## config.mk

```make
export PLATFORM = sky130hd
export DESIGN_NAME = mc_control_unit
export DESIGN_NICKNAME = d
export VERILOG_FILES = /design/src/rtl/mc_control_unit_pkg.sv /design/src/rtl/mc_control_unit_decode.sv /design/src/rtl/mc_control_unit.sv
export SDC_FILE = /design/constraint.sdc
export NUM_CORES = 1
export LEC_CHECK = 0
export BUFFER_PORTS_ARGS = -buffer_cell sky130_fd_sc_hd__buf_2
export CORE_MARGIN = 10
export CORE_UTILIZATION = 40
export DETAILED_ROUTE_END_ITERATION = 8
export GPL_ROUTABILITY_DRIVEN = 0
export GPL_TIMING_DRIVEN = 0
export PLACE_DENSITY = 0.65
export SKIP_LAST_GASP = 1
export SYNTH_ARGS = -nofsm -noshare
export SYNTH_HDL_FRONTEND = slang
export SYNTH_SLANG_ARGS = --single-unit
```

## constraint.sdc

```tcl
create_clock -name clk -period 2.9 [get_ports clk]
set_input_delay 0 -clock clk [delete_from_list [all_inputs] [get_ports clk]]
set_output_delay 0 -clock clk [all_outputs]
set_load 0.01 [all_outputs]
```

## src/rtl/mc_control_unit_pkg.sv

```systemverilog
// Shared definitions for the multicycle control unit: FSM state encodings,
// datapath mux-select encodings, ISA opcode/func values and the decoded
// instruction class record passed from the decoder to the FSM.
package mc_control_unit_pkg;

   typedef enum logic [2:0] {
      S_IF   = 3'd0,
      S_ID   = 3'd1,
      S_EX   = 3'd2,
      S_MEM  = 3'd3,
      S_WB   = 3'd4,
      S_HALT = 3'd5
   } state_t;

   localparam logic [1:0] SRC_B_REG = 2'd0;
   localparam logic [1:0] SRC_B_ONE = 2'd1;
   localparam logic [1:0] SRC_B_IMM = 2'd2;

   localparam logic [1:0] PC_SRC_ALU    = 2'd0;
   localparam logic [1:0] PC_SRC_BRANCH = 2'd1;
   localparam logic [1:0] PC_SRC_JUMP   = 2'd2;
   localparam logic [1:0] PC_SRC_REG    = 2'd3;

   localparam logic [1:0] REG_DST_RT   = 2'd0;
   localparam logic [1:0] REG_DST_RD   = 2'd1;
   localparam logic [1:0] REG_DST_LINK = 2'd2;

   localparam logic [3:0] OP_BNE   = 4'd0;
   localparam logic [3:0] OP_BEQ   = 4'd1;
   localparam logic [3:0] OP_BGZ   = 4'd2;
   localparam logic [3:0] OP_BLZ   = 4'd3;
   localparam logic [3:0] OP_ADI   = 4'd4;
   localparam logic [3:0] OP_ORI   = 4'd5;
   localparam logic [3:0] OP_LHI   = 4'd6;
   localparam logic [3:0] OP_LWD   = 4'd7;
   localparam logic [3:0] OP_SWD   = 4'd8;
   localparam logic [3:0] OP_JMP   = 4'd9;
   localparam logic [3:0] OP_JAL   = 4'd10;
   localparam logic [3:0] OP_RTYPE = 4'd15;

   localparam logic [5:0] FN_ADD = 6'd0;
   localparam logic [5:0] FN_SUB = 6'd1;
   localparam logic [5:0] FN_AND = 6'd2;
   localparam logic [5:0] FN_ORR = 6'd3;
   localparam logic [5:0] FN_NOT = 6'd4;
   localparam logic [5:0] FN_TCP = 6'd5;
   localparam logic [5:0] FN_SHL = 6'd6;
   localparam logic [5:0] FN_SHR = 6'd7;
   localparam logic [5:0] FN_JPR = 6'd25;
   localparam logic [5:0] FN_JRL = 6'd26;
   localparam logic [5:0] FN_WWD = 6'd28;
   localparam logic [5:0] FN_HLT = 6'd29;

   // jump covers JMP/JAL/JPR/JRL; jump_reg picks register A as the target,
   // link marks the variants that also write the return address.
   typedef struct packed {
      logic rtype;
      logic imm;
      logic branch;
      logic load;
      logic store;
      logic jump;
      logic jump_reg;
      logic link;
      logic wwd;
      logic hlt;
      logic invalid;
   } inst_class_t;

endpackage

```

## src/rtl/mc_control_unit_decode.sv

```systemverilog
// Combinational instruction classifier: turns the IR opcode/func fields
// into the class flags the control FSM steers on.
module mc_decode
   import mc_control_unit_pkg::*;
(
   input  logic [3:0]  opcode,
   input  logic [5:0]  func,
   output inst_class_t cls
);

   // Classify the instruction; anything not listed is flagged invalid.
   always_comb begin
      cls = '0;
      case (opcode)
         OP_BNE, OP_BEQ, OP_BGZ, OP_BLZ: cls.branch = 1'b1;
         OP_ADI, OP_ORI, OP_LHI:         cls.imm    = 1'b1;
         OP_LWD:                         cls.load   = 1'b1;
         OP_SWD:                         cls.store  = 1'b1;
         OP_JMP:                         cls.jump   = 1'b1;
         OP_JAL: begin
            cls.jump = 1'b1;
            cls.link = 1'b1;
         end
         OP_RTYPE: begin
            case (func)
               FN_ADD, FN_SUB, FN_AND, FN_ORR,
               FN_NOT, FN_TCP, FN_SHL, FN_SHR: cls.rtype = 1'b1;
               FN_JPR: begin
                  cls.jump     = 1'b1;
                  cls.jump_reg = 1'b1;
               end
               FN_JRL: begin
                  cls.jump     = 1'b1;
                  cls.jump_reg = 1'b1;
                  cls.link     = 1'b1;
               end
               FN_WWD:  cls.wwd     = 1'b1;
               FN_HLT:  cls.hlt     = 1'b1;
               default: cls.invalid = 1'b1;
            endcase
         end
         default: cls.invalid = 1'b1;
      endcase
   end

endmodule

```

## src/rtl/mc_control_unit.sv

```systemverilog
// Multicycle CPU control unit: IF/ID/EX/MEM/WB/HALT sequencer driving the
// datapath strobes and mux selects, plus a retired-instruction counter.
module mc_control_unit
   import mc_control_unit_pkg::*;
#(
   parameter int WORD_SIZE = 16
)
(
   input  logic                 clk,
   input  logic                 reset_n,
   input  logic [3:0]           opcode,
   input  logic [5:0]           func,
   input  logic                 alu_zero,
   input  logic                 mem_ack,
   output logic                 mem_read,
   output logic                 mem_write,
   output logic                 i_or_d,
   output logic                 ir_write,
   output logic                 pc_write,
   output logic                 pc_write_cond,
   output logic                 reg_write,
   output logic                 mem_to_reg,
   output logic                 wwd_en,
   output logic                 is_halted,
   output logic                 alu_src_a,
   output logic [1:0]           alu_src_b,
   output logic [1:0]           pc_source,
   output logic [1:0]           reg_dst,
   output logic [WORD_SIZE-1:0] num_inst
);

   localparam logic [WORD_SIZE-1:0] WORD_ONE = {{(WORD_SIZE-1){1'b0}}, 1'b1};

   state_t                 state;
   state_t                 next_state;
   inst_class_t            cls;
   logic                   retire;
   logic [WORD_SIZE-1:0]   count;

   mc_decode u_decode (
      .opcode (opcode),
      .func   (func),
      .cls    (cls)
   );

   // An instruction retires when the FSM leaves a working state for IF or HALT.
   assign retire = (state != S_IF) && (state != S_HALT) &&
                   ((next_state == S_IF) || (next_state == S_HALT));

   // The count reads as zero while reset is held so every output is quiet.
   assign num_inst = reset_n ? count : '0;

   // State register and retirement counter; reset restarts at IF without retiring.
   always_ff @(posedge clk) begin
      if (!reset_n) begin
         state <= S_IF;
         count <= '0;
      end else begin
         state <= next_state;
         if (retire) begin
            count <= count + WORD_ONE;
         end
      end
   end

   // Next-state and control outputs for the current state; all quiet during reset.
   always_comb begin
      next_state    = state;
      mem_read      = 1'b0;
      mem_write     = 1'b0;
      i_or_d        = 1'b0;
      ir_write      = 1'b0;
      pc_write      = 1'b0;
      pc_write_cond = 1'b0;
      reg_write     = 1'b0;
      mem_to_reg    = 1'b0;
      wwd_en        = 1'b0;
      is_halted     = 1'b0;
      alu_src_a     = 1'b0;
      alu_src_b     = SRC_B_REG;
      pc_source     = PC_SRC_ALU;
      reg_dst       = REG_DST_RT;

      case (state)
         S_IF: begin
            mem_read  = 1'b1;
            alu_src_b = SRC_B_ONE;
            if (mem_ack) begin
               ir_write   = 1'b1;
               pc_write   = 1'b1;
               next_state = S_ID;
            end
         end
         S_ID: begin
            if (cls.hlt) begin
               next_state = S_HALT;
            end else if (cls.invalid) begin
               next_state = S_IF;
            end else if (cls.wwd) begin
               wwd_en     = 1'b1;
               next_state = S_IF;
            end else if (cls.jump) begin
               pc_write  = 1'b1;
               pc_source = cls.jump_reg ? PC_SRC_REG : PC_SRC_JUMP;
               if (cls.link) begin
                  reg_write = 1'b1;
                  reg_dst   = REG_DST_LINK;
               end
               next_state = S_IF;
            end else begin
               next_state = S_EX;
            end
         end
         S_EX: begin
            alu_src_a = 1'b1;
            alu_src_b = (cls.imm || cls.load || cls.store) ? SRC_B_IMM : SRC_B_REG;
            if (cls.branch) begin
               pc_write_cond = 1'b1;
               pc_source     = PC_SRC_BRANCH;
               next_state    = S_IF;
            end else if (cls.load || cls.store) begin
               next_state = S_MEM;
            end else begin
               next_state = S_WB;
            end
         end
         S_MEM: begin
            i_or_d    = 1'b1;
            mem_read  = cls.load;
            mem_write = cls.store;
            if (mem_ack) begin
               next_state = cls.load ? S_WB : S_IF;
            end
         end
         S_WB: begin
            reg_write  = 1'b1;
            reg_dst    = cls.rtype ? REG_DST_RD : REG_DST_RT;
            mem_to_reg = cls.load;
            next_state = S_IF;
         end
         S_HALT: begin
            is_halted = 1'b1;
         end
         default: begin
            next_state = S_IF;
         end
      endcase

      if (!reset_n) begin
         mem_read      = 1'b0;
         mem_write     = 1'b0;
         i_or_d        = 1'b0;
         ir_write      = 1'b0;
         pc_write      = 1'b0;
         pc_write_cond = 1'b0;
         reg_write     = 1'b0;
         mem_to_reg    = 1'b0;
         wwd_en        = 1'b0;
         is_halted     = 1'b0;
         alu_src_a     = 1'b0;
         alu_src_b     = SRC_B_REG;
         pc_source     = PC_SRC_ALU;
         reg_dst       = REG_DST_RT;
      end
   end

endmodule

```

# == After elaboration in Yosys (flattened, before gate mapping) ==
# Index checks and enable logic that the tools add are counted.
# word_totals
ff_bits,19
latchBits,0
ramBits,0
rom_bits,0
in_bits,14
out_inout_bits,33
elab_cells,132
mem_count,0
# op_classes
addsub,1
n_mul,0
div,0
magnitude_cmp,0
eq_ne,29
n_shift,0
muxes,82
bitwise,0
n_reduce_logical,18
# ops
cell,count
$mux 1,47
$mux 2,18
$eq 6x3->1 const B,4
$eq 6x5->1 const B,4
$mux 3,6
$add 16x1->16 const B,1
$eq 4x3->1 const B,4
$eq 4x4->1 const B,4
$mux 16,1
$pmux 3 s5,1
$eq 6x2->1 const B,2
$pmux 1 s2,6
$pmux 2 s2,3
$reduce_or 12->1,1
$reduce_or 11->1,1
$eq 3x3->1 const B,3
$eq 4x2->1 const B,2
$reduce_or 8->1,1
$eq 3x2->1 const B,2
$eq 6x1->1 const B,1
$logic_not 3->1,2
$logic_not 6->1,1
$eq 4x1->1 const B,1
$logic_not 4->1,1
8 further kinds,13

# == Longest topological paths before layout ==
# Gate-level depths: netlist of the first run.
# depth
ltp_word,12
mapped_depth,9
depth_no_buf,6

# == Hierarchy ==
# From an unflattened synthesis of the first run, not the netlist that was laid out.
# unflattened
hier_cells,200
hier_area_um2,1605.3
# modules_own_cells
mod,instances,cells_each,area_per_inst_um2,seq_area_each_um2
mc_control_unit,1,172,1407.6,380.4
mc_decode,1,28,197.7,0.0

# == Least setup slack after synthesis of the first run ==
# No wires, ideal clock.
# synth_path
path_kind,reg-to-reg
start,register state[2]
end,register count[8]
setup_ns,0.123
arrival_ns,1.895
required_time_ns,2.777
slack_ns,0.881
path_stages_with_launch,8
path_buffers,1
period_less_slack_ns,2.019
cell_sequence,dfxtp_1 -> buf_6 -> or3b_4 -> nor4_4 -> nor2_2 -> o21a_4 -> nor4_1 -> mux2_1
# synth_between
elab_chain_cells,5
elab_cells_between_ends,15
classes_between,eq/ne: 6; mux: 3; reduce/logical: 6
# synth_lines
item,line_no,rtl
start: declaration,mc_control_unit.sv:34,state_t state;
start signal: assignment,mc_control_unit.sv:59,state <= next_state;
$eq 3x3->1 (tied with other cells),mc_control_unit.sv:84,case (state)
$pmux 3 s5,mc_control_unit.sv:84,
$eq 3x3->1 or $logic_not 3->1 (tied branches),mc_control_unit.sv:48,((next_state == S_IF) || (next_state == S_HALT));
$logic_or 1x1->1,mc_control_unit.sv:48,
$logic_and 1x1->1 (*),mc_control_unit.sv:47,assign retire = (state != S_IF) && (state != S_HALT) &&
end signal: assignment,mc_control_unit.sv:61,count <= count + WORD_ONE;
end: declaration,mc_control_unit.sv:38,logic [WORD_SIZE-1:0] count;
# Mark *: on every way between the ends. The rest lies on a longest branch, timed or not.
# A chain may end at the register's enable or synchronous reset.

# == Worst setup path in the final report of the first run ==
# layout_path
start,register state[0]
end,register count[15]
# Same word-level chain as after synthesis.

==> results.md, run 1 <==
* Row Count at 21
* Largest net degree at the start of global routing at 11
* Gr usage total at 0.123
* Crit path capture type: register
* Mapped Area at 1470 sq um
* Layout cells sized above 1 at 0.264
* Total CTS buffers at 3
* Drt initial violations at 163
* Worst Path Arrival at 2.38 ns
* Req. time, crit path at 3.05 ns
* Tcrit/Tclk final at 0.768
* Final setup viols at 0
* Post-synth ARST share at 0
* H-tree Lvls at 1
* Die Y at 80.7 um
* Synth area leader: dfxtp_1
* Final wirelength at 4090 um
* First-pass GRT wire length at 6610 um
* CTS Hold Bufs at 0
* Setup Buffers After CTS at 0
* GRT overflow at 0
* Max_slew headroom at 0.335
* Max-cap violations at 0
* Crit path to: count[15]
* Post-synthesis sequential area ratio at 0.258
* Post-DP HPWL at 3190 um
* Clk sink count at 19
* Initial antenna violation count at 0
* Buf+Inv Stages, Crit Path at 1
* Post-synth EDFFs at 0
* Crit Reg-Reg Startpoint: state[0]
* Top Ports at 47
* Clock-pin slew on the worst setup and hold paths at 0.07 ns
* CP delay by family, top: simple AND/OR/NAND/NOR gates
* TritonRoute pass-1 iters at 4
* Leakage at 0.000799 uW
* Util after Layout at 0.519
* Seq cells post-synth at 19
* Vias/cell at 5.39
* PortBufs at 42
* Final WS setup at 0.674 ns
* Number of diodes at 0
* Synth Warn # at 0
* CTS tree: yes
* Die footprint at 6510 sq um
* Worst setup SP type: register
* CTS Root Cell: clkbuf_8
* Mean Syn Cell Area at 7.64 sq um
* Peak VDD IR at 446 uV
* RSZ-0062 raised after global routing: false
* Slowest Stage Delay on Critical Path at 0.41 ns
* Crit Path Max Fanout at 10
* Die width at 80.7 um
* Slowest CP cell: or3b_4
* Final #Nets at 255
* Distinct cell type count of the synthesized netlist at 48
* Synth area leaders: dfxtp_1, and2_1, nor2_1
* CP Cell Sequence: buf_6 -> or3b_4 -> nor4_4 -> nor2_2 -> o21a_4 -> nor3b_1 -> mux2_2
* Final setup TNS at 0 ns
* Initial Util at 0.428
* Vias in the first global route at 1,397
* Critical R2R Capture: count[15]
* Area grow syn2layout at 21.2%
* Worst Tran Pin Value at 0.973 ns
* Skew-Pair Late Insertion Delay at 0.26 ns
* Hold path startpoint: reset_n
* Share of the synthesized area in the top cell type at 0.258
* Final hold violations at 0
* Power per Cell Area at 337 nW/um^2
* Minimum clock period at 2.23 ns
* CTS max path bufs at 2
* DR DRC count at 0
* CORE AREA at 3440 sq um
* Status: complete, no violations
* CP Class: register to register
* R2r setup slk at 0.67 ns
* Most frequent cells after synthesis: and2_1, dfxtp_1, nor2_1, nand2_1, nand3_1
* Worst Setup SP: state[0]
* DR vias at 1,535
* Resized Gates After CTS at 0
* Post-Synthesis Cells at 193
* Fmax at 449 MHz
* WP depth at 7
* Slew Viols, Final at 0
* R2R depth at 7
* Wire length per cell at 14.3 um
* Clock Skews at 0.00193 ns
* Syn_nets at 208
* Worst hold-check path type: input port to register
* DP Worst Slack at 0.675 ns
* Antenna Nets Post-Route at 0
* Main flop type after synthesis: dfxtp_1
how the worst min path moves through the flow:
stage,to,slack [ns],cells after the start
detailed placement,wwd_en,0.36,4
floorplan,pc_write_cond,0.06,1
global route,count[15],0.21,3
global placement,wwd_en,0.35,4
finish,count[15],0.16,3
CTS,count[15],0.16,3
worst reg2reg max path, cell delays in order (launching register included):
cell and delay, ns:
dfxtp_1 0.33, buf_6 0.13, or3b_4 0.42, nor4_4 0.31
nor2_2 0.07, o21a_4 0.16, nor3b_1 0.35, mux2_2 0.37
routing by layer:
layer / global-route usage / wire length, um
met5: 0 / 0
met2: 0.186 / 1780
met3: 0.0379 / 293
met1: 0.161 / 1980
met4: 0.0398 / 35
cell families after synthesis:
logic type / share of synthesized area
AO/OA/AOI/OAI: 0.165
XOR/XNOR: 0.0178
adder cells (fa/ha/maj): 0.00849
buffers and inverters: 0.0637
flip-flops: 0.258
multiplexers: 0.0458
AND/OR/NAND/NOR: 0.441
area by class of cell:
type | count | area, sq um
Buffer | 12 | 82.6
Clock buffer | 4 | 45.0
Fill cell | 346 | 1660
Inverter | 3 | 11.3
Multi-Input combinational cell | 159 | 1000
Sequential cell | 19 | 380
Tap cell | 46 | 57.6
Timing Repair Buffer | 42 | 210
where the power goes:
part	switching, uW	internal [uW]
clock	89.8	97.9
combinational	85.9	55.6
sequential	6.17	267
total	182	421
stage by stage:
stage	instance area [sq um]	cells	power, uW	hold WS [ns]
2_1_floorplan	1470	193	377	0.0580
3_3_place_gp	1740	281	420	0.348
3_5_place_dp	1740	281	420	0.357
4_1_cts	1790	285	606	0.164
5_1_grt	1790	285	633	0.209
6_report	1790	285	603	0.161
placed cells by master, fill, tap and decap left out, types with 5 or more instances in the layout:
cell type,instances
nand3_1,11
a21oi_1,10
nor2b_1,6
and2_1,19
nand2_1,12
nor2_1,19
nand2b_1,6
o21ai_0,10
nor3_1,8
nand4_1,7
clkbuf_1,5
dfxtp_1,19
o31ai_1,5
buf_2,44
or3_1,7
state kept, by name, summed over array words and instances (netlist names):
register,flops
count,16
state,3
Note: power is estimated with default switching activity, not from simulation.
==> inputs of run 2 (changes only) <==
--- a/config.mk
+++ b/config.mk
@@ -11,7 +11,7 @@
 export DETAILED_ROUTE_END_ITERATION = 8
 export GPL_ROUTABILITY_DRIVEN = 0
 export GPL_TIMING_DRIVEN = 0
-export PLACE_DENSITY = 0.65
+export PLACE_DENSITY = 0.68
 export SKIP_LAST_GASP = 1
 export SYNTH_ARGS = -nofsm -noshare
 export SYNTH_HDL_FRONTEND = slang
==> constraint.sdc (replaced) <==
create_clock -name clk -period 1.8 [get_ports clk]
set_input_delay 0 -clock clk [delete_from_list [all_inputs] [get_ports clk]]
set_output_delay 0 -clock clk [all_outputs]
set_load 0.01 [all_outputs]
==> results.md, run 2 (synthesis gave the netlist of run 1 again) <==
* Status: finished with violations
* Failing checks: negative setup slack
* Initial antenna violation count at 0 (unchanged)
* Largest regs: count: 16 flops, state: 3 flops
* Hold Slack at 0.214 ns (+0.0526 ns)
* Largest register FFs at 16 (unchanged)
* Crit path capture type: register
* RSZ-0062 raised after global routing: true
* Hold depth at 3 (unchanged)
* CORE AREA at 3440 sq um (unchanged)
* Most frequent cells in the layout: buf_2, and2_1, nor2_1
* DR DRC count at 0 (unchanged)
* Worst Path Arrival at 2.14 ns (-0.24 ns)
* Crit Reg-Reg Startpoint: state[1]
* Die footprint at 6510 sq um (unchanged)
* Wire length per cell at 15.6 um (+9.1%)
* Largest net degree at the start of global routing at 12 (+1)
* GRT overflow at 0 (unchanged)
* Clock Skews at 0.0144 ns (+0.0124 ns)
* Util after Layout at 0.608 (+0.0887)
* Final hold violations at 0 (unchanged)
* Total Power at 1090 uW (+81%)
* CTS tree: yes
* Commonest non-fill, non-tap cell in the layout: buf_2
* H-tree Lvls at 1 (unchanged)
* Initial Util at 0.428 (unchanged)
* Vias/cell at 5.43 (+0.80%)
* Max_slew headroom at 0.622 (+0.287)
* Final WS setup at -0.200 ns (-0.874 ns)
* Peak VDD IR at 501 uV (+12%)
* Total CTS buffers at 3 (unchanged)
* Skew-Pair Late Insertion Delay at 0.26 ns (about the same)
* Worst setup SP type: register
* CTS Hold Bufs at 0 (unchanged)
* Largest reg by FF count: count
* CP Class: register to register
* R2R depth at 9 (+2)
* Row Count at 21 (unchanged)
* Req. time, crit path at 1.94 ns (-1.11 ns)
* Layout cells sized above 1 at 0.436 (+0.172)
* Worst Tran Pin Value at 0.567 ns (-0.406 ns)
* CTS max path bufs at 2 (unchanged)
* Final Non-Filler Cells at 296 (+3.9%)
* Leakage at 0.000903 uW (+13%)
* Final #Nets at 266 (+4.3%)
* Clock-pin slew on the worst setup and hold paths at 0.07 ns (about the same)
* Top Ports at 47 (unchanged)
* Gr usage total at 0.132 (+0.00960)
* Final setup viols at 19 (+19)
* Crit Path Max Fanout at 7 (-3)
* Final wirelength at 4630 um (+13%)
* Minimum clock period at 2.00 ns (-0.226 ns)
* First-pass GRT wire length at 7190 um (+8.8%)
* Clk sink count at 19 (unchanged)
* Power per Cell Area at 523 nW/um^2 (+55%)
* Slew Viols, Final at 0 (unchanged)
* Placed Cells at 281 (unchanged)
* CTS Root Cell: clkbuf_8
* Max-cap violations at 0 (unchanged)
* DR vias at 1,607 (+4.7%)
* Worst Hold Endpoint: count[15]
* Worst hold-check path type: input port to register
* Die Y at 80.7 um (unchanged)
* Antenna Nets Post-Route at 0 (unchanged)
* Fmax at 500 MHz (+11%)
* Critical R2R Capture: count[6]
* Number of diodes at 0 (unchanged)
* Post-DP HPWL at 3150 um (-1.3%)
* TritonRoute pass-1 iters at 4 (unchanged)
* Die width at 80.7 um (unchanged)
* Area grow syn2layout at 41.9%
* Drt initial violations at 93 (-43%)
* Vias in the first global route at 1,590 (+14%)
* Hold path startpoint: reset_n
* PortBufs at 42 (unchanged)
* Tcrit/Tclk final at 1.11 (+0.343)
* R2r setup slk at -0.20 ns (-0.87 ns)
run 2: cell count changes in the layout (fill, tap and decap cells not counted), moves of 3 or more:
| cell | change |
|---|---|
| a21oi_1 | -4 |
| a21oi_2 | +4 |
| buf_4 | +9 |
| dfxtp_1 | -3 |
| mux2_1 | -3 |
| mux2_4 | +4 |
| nand3_1 | -3 |
| nand3_2 | +3 |
| o21ai_0 | -5 |
| o21ai_2 | +4 |
run 2: per-stage QoR:
stage | cell area (sq um) | setup slack [ns] | TNS [ns]
floorplan | 1490 | -0.103 | -0.445
global placement | 1760 | -0.233 | -2.36
detailed placement | 1760 | -0.260 | -2.55
CTS | 1950 | -0.239 | -3.44
global route | 2090 | -0.253 | -3.24
finish | 2090 | -0.200 | -1.88
run 2: layer usage:
metal,vias to the layer above,global-route usage,share of wire
met5,-,0,0
met4,0,0.0311,0.013
li1,813,-,-
met3,6,0.0390,0.049
met1,759,0.146,0.45
met2,29,0.242,0.49
run 2: repair_timing:
action                     CTS  global route
setup endpoints to repair   21            22
cloned                       3             0
setup buffers                6             4
pin swaps                   10             7
hold endpoints to repair     0             0
resized for setup           18            30
run 2: worst max path at each step:
stage                     startpoint  endpoint  slack, ns  cells after the start
after floorplan             state[2]  count[6]      -0.10                      7
after global placement      state[0]  count[6]      -0.23                      7
after detailed placement    state[2]  count[6]      -0.26                      7
after CTS                   state[1]  count[6]      -0.24                      7
after global routing        state[1]  count[6]      -0.25                      9
final                       state[1]  count[6]      -0.20                      9
run 2: worst max-delay path: stages (launching register included):
cell and delay [ns]:
dfxtp_2 0.33, buf_6 0.11, buf_4 0.14, buf_4 0.16, nand2b_4 0.14, nand3_1 0.08, a21oi_2 0.06, o21a_4 0.26
nor4b_4 0.29, mux2_4 0.32
run 2: power by group:
| part | leakage (uW) | total [uW] | internal (uW) | switching [uW] |
|---|---|---|---|---|
| registers | 0.000155 | 443 | 430 | 13.1 |
| clock network | 0.0000255 | 307 | 154 | 153 |
| logic | 0.000722 | 343 | 154 | 189 |
run 2: layout make-up:
| cell class | count | area (sq um) |
|---|---|---|
| plain buffers | 10 | 85.1 |
| clock buffers | 3 | 41.3 |
| clock inverters | 1 | 5.00 |
| fillers | 323 | 1350 |
| inverters | 3 | 11.3 |
| multi-input cells | 160 | 1190 |
| flip-flops and latches | 19 | 389 |
| well taps | 46 | 57.6 |
| repair buffers | 54 | 312 |
==> inputs of run 3 (changes only) <==
--- a/config.mk
+++ b/config.mk
@@ -6,12 +6,14 @@
 export NUM_CORES = 1
 export LEC_CHECK = 0
 export BUFFER_PORTS_ARGS = -buffer_cell sky130_fd_sc_hd__buf_2
+export CAP_MARGIN = 20
 export CORE_MARGIN = 10
 export CORE_UTILIZATION = 40
 export DETAILED_ROUTE_END_ITERATION = 8
 export GPL_ROUTABILITY_DRIVEN = 0
 export GPL_TIMING_DRIVEN = 0
 export PLACE_DENSITY = 0.68
+export RECOVER_POWER = 25
 export SKIP_LAST_GASP = 1
 export SYNTH_ARGS = -nofsm -noshare
 export SYNTH_HDL_FRONTEND = slang
==> results.md, run 3 (synthesis gave the netlist of run 1 again) <==
* Status: finished with violations
* Failing checks: negative setup slack
* Die Y at 80.7 um (unchanged)
* Commonest non-fill, non-tap cell in the layout: buf_2
* Hold path startpoint: reset_n
* Slowest CP cell: dfxtp_2
* Final hold violations at 0 (unchanged)
* CTS Root Cell: clkbuf_8
* Number of diodes at 0 (unchanged)
* CTS tree: yes
* CTS max path bufs at 2 (unchanged)
* Largest reg by FF count: count
* TritonRoute pass-1 iters at 4 (unchanged)
* Skew-Pair Late Insertion Delay at 0.26 ns (about the same)
* Worst hold-check path type: input port to register
* Final wirelength at 4620 um (-0.24%)
* Crit Reg-Reg Startpoint: state[1]
* Hold depth at 3 (unchanged)
* Largest register FFs at 16 (unchanged)
* R2r setup slk at -0.20 ns (about the same)
* Initial Util at 0.428 (unchanged)
* Antenna Nets Post-Route at 0 (unchanged)
* Worst Setup SP: state[1]
* CORE AREA at 3440 sq um (unchanged)
* Worst Hold Endpoint: count[15]
* Area grow syn2layout at 41.6%
* Row Count at 21 (unchanged)
* PortBufs at 42 (unchanged)
* Gr usage total at 0.132 (unchanged)
* DP Worst Slack at -0.260 ns (unchanged)
* Worst Tran Pin Value at 0.567 ns (-0.0000423 ns)
* Die footprint at 6510 sq um (unchanged)
* Largest net degree at the start of global routing at 12 (unchanged)
* Total CTS buffers at 3 (unchanged)
* Final setup viols at 19 (unchanged)
* Largest regs: count: 16 flops, state: 3 flops
* Tcrit/Tclk final at 1.11 (about the same)
* Worst setup SP type: register
* GRT overflow at 0 (unchanged)
* CP delay by family, top: simple AND/OR/NAND/NOR gates
* Clock Skews at 0.0163 ns (+0.00192 ns)
* Slew Viols, Final at 0 (unchanged)
* Max_slew headroom at 0.622 (about the same)
* Peak VDD IR at 500 uV (about the same)
* Crit Path Max Fanout at 7 (unchanged)
* Clock-pin slew on the worst setup and hold paths at 0.07 ns (about the same)
* CP Cell Sequence: buf_6 -> buf_4 -> buf_4 -> nand2b_4 -> nand3_1 -> a21oi_2 -> o21a_4 -> nor4b_4 -> mux2_4
* Buf+Inv Stages, Crit Path at 3 (unchanged)
* Initial antenna violation count at 0 (unchanged)
* Leakage at 0.000881 uW (-2.4%)
* Post-DP HPWL at 3150 um (unchanged)
* Top Ports at 47 (unchanged)
* Fill count at 327 (+1.2%)
* DR DRC count at 0 (unchanged)
* Worst Path Arrival at 2.14 ns (about the same)
* Req. time, crit path at 1.94 ns (about the same)
* DR vias at 1,616 (+0.56%)
* Vias/cell at 5.46 (+0.56%)
* Drt initial violations at 96 (+3.2%)
* Power per Cell Area at 525 nW/um^2 (+0.41%)
* Final #Nets at 266 (unchanged)
* Wire length per cell at 15.6 um (-0.24%)
* Hold Slack at 0.237 ns (+0.0234 ns)
* RSZ-0062 raised after global routing: true
* Slowest Stage Delay on Critical Path at 0.33 ns (about the same)
* Layout cells sized above 1 at 0.420 (-0.0160)
* Crit-path most repeated cell: buf_4
* R2R depth at 9 (unchanged)
* Critical R2R Capture: count[6]
* Crit path capture type: register
* Vias in the first global route at 1,590 (unchanged)
* Fmax at 500 MHz (about the same)
* Most frequent cells in the layout: buf_2, nor2_1, dfxtp_1
* Final WS setup at -0.199 ns (+0.000385 ns)
* Max-cap violations at 0 (unchanged)
* Minimum clock period at 2.00 ns (-0.000385 ns)
* CP Class: register to register
* H-tree Lvls at 1 (unchanged)
* First-pass GRT wire length at 7190 um (unchanged)
* Die width at 80.7 um (unchanged)
* Clk sink count at 19 (unchanged)
run 3: changes by cell type in the layout (fill, tap and decap cells not counted):
cell      before  now
buf_2         44   40
and2_1        19   15
and2_0         0    4
clkbuf_1       3    7
run 3: final cells by class:
type | instances | area (sq um) | area share
Tap cell | 46 | 57.6 | 0.0276
Buffer | 10 | 85.1 | 0.0408
Timing Repair Buffer | 54 | 307 | 0.147
Sequential cell | 19 | 389 | 0.186
Multi-Input combinational cell | 160 | 1190 | 0.571
Inverter | 3 | 11.3 | 0.00540
Clock buffer | 3 | 41.3 | 0.0198
Clock inverter | 1 | 5.00 | 0.00240
run 3: worst register-to-register path: cells and delay by family (launching register included):
| kind | cells | cell delay, ns |
|---|---|---|
| AO/OA/AOI/OAI | 2 | 0.32 |
| flip-flops | 1 | 0.33 |
| multiplexers | 1 | 0.32 |
| AND/OR/NAND/NOR | 3 | 0.51 |
| buffers and inverters | 3 | 0.41 |
run 3: stage by stage:
step	instance area [sq um]	instances	TNS, ns	power (uW)	utilization
2_1_floorplan	1490	193	-0.445	617	-
3_3_place_gp	1760	281	-2.36	683	0.511
3_5_place_dp	1760	281	-2.55	688	0.511
4_1_cts	1950	294	-3.44	1050	0.567
5_1_grt	2090	296	-3.24	1140	0.606
6_report	2090	296	-1.86	1100	0.606
run 3: how the worst max path moves through the flow:
stage	to	slack (ns)	cells past startpoint
CTS	count[6]	-0.24	7
finish	count[6]	-0.20	9
global placement	count[6]	-0.23	7
floorplan	count[6]	-0.10	7
detailed placement	count[6]	-0.26	7
global route	count[6]	-0.25	9
run 3: power breakdown:
group | leakage (uW) | internal (uW) | switching (uW)
Sequential | 0.000155 | 430 | 13.0
Combinational | 0.000700 | 154 | 189
Clock | 0.0000255 | 154 | 155
Total | 0.000881 | 738 | 357
run 3: per-layer routing:
metal | up-vias | share of wire | global-route usage
met3 | 6 | 0.054 | 0.0390
met4 | 0 | 0.013 | 0.0311
met5 | - | 0 | 0
li1 | 812 | - | -
met1 | 759 | 0.44 | 0.146
met2 | 39 | 0.49 | 0.242
run 3: timing repair:
| item | in CTS | in global routing |
|---|---|---|
| buffers inserted | 6 | 4 |
| gates resized for setup | 18 | 30 |
| gates cloned | 3 | 0 |
| hold buffers | 0 | 0 |
| endpoints found under the setup margin | 21 | 22 |
| pin swaps | 10 | 7 |
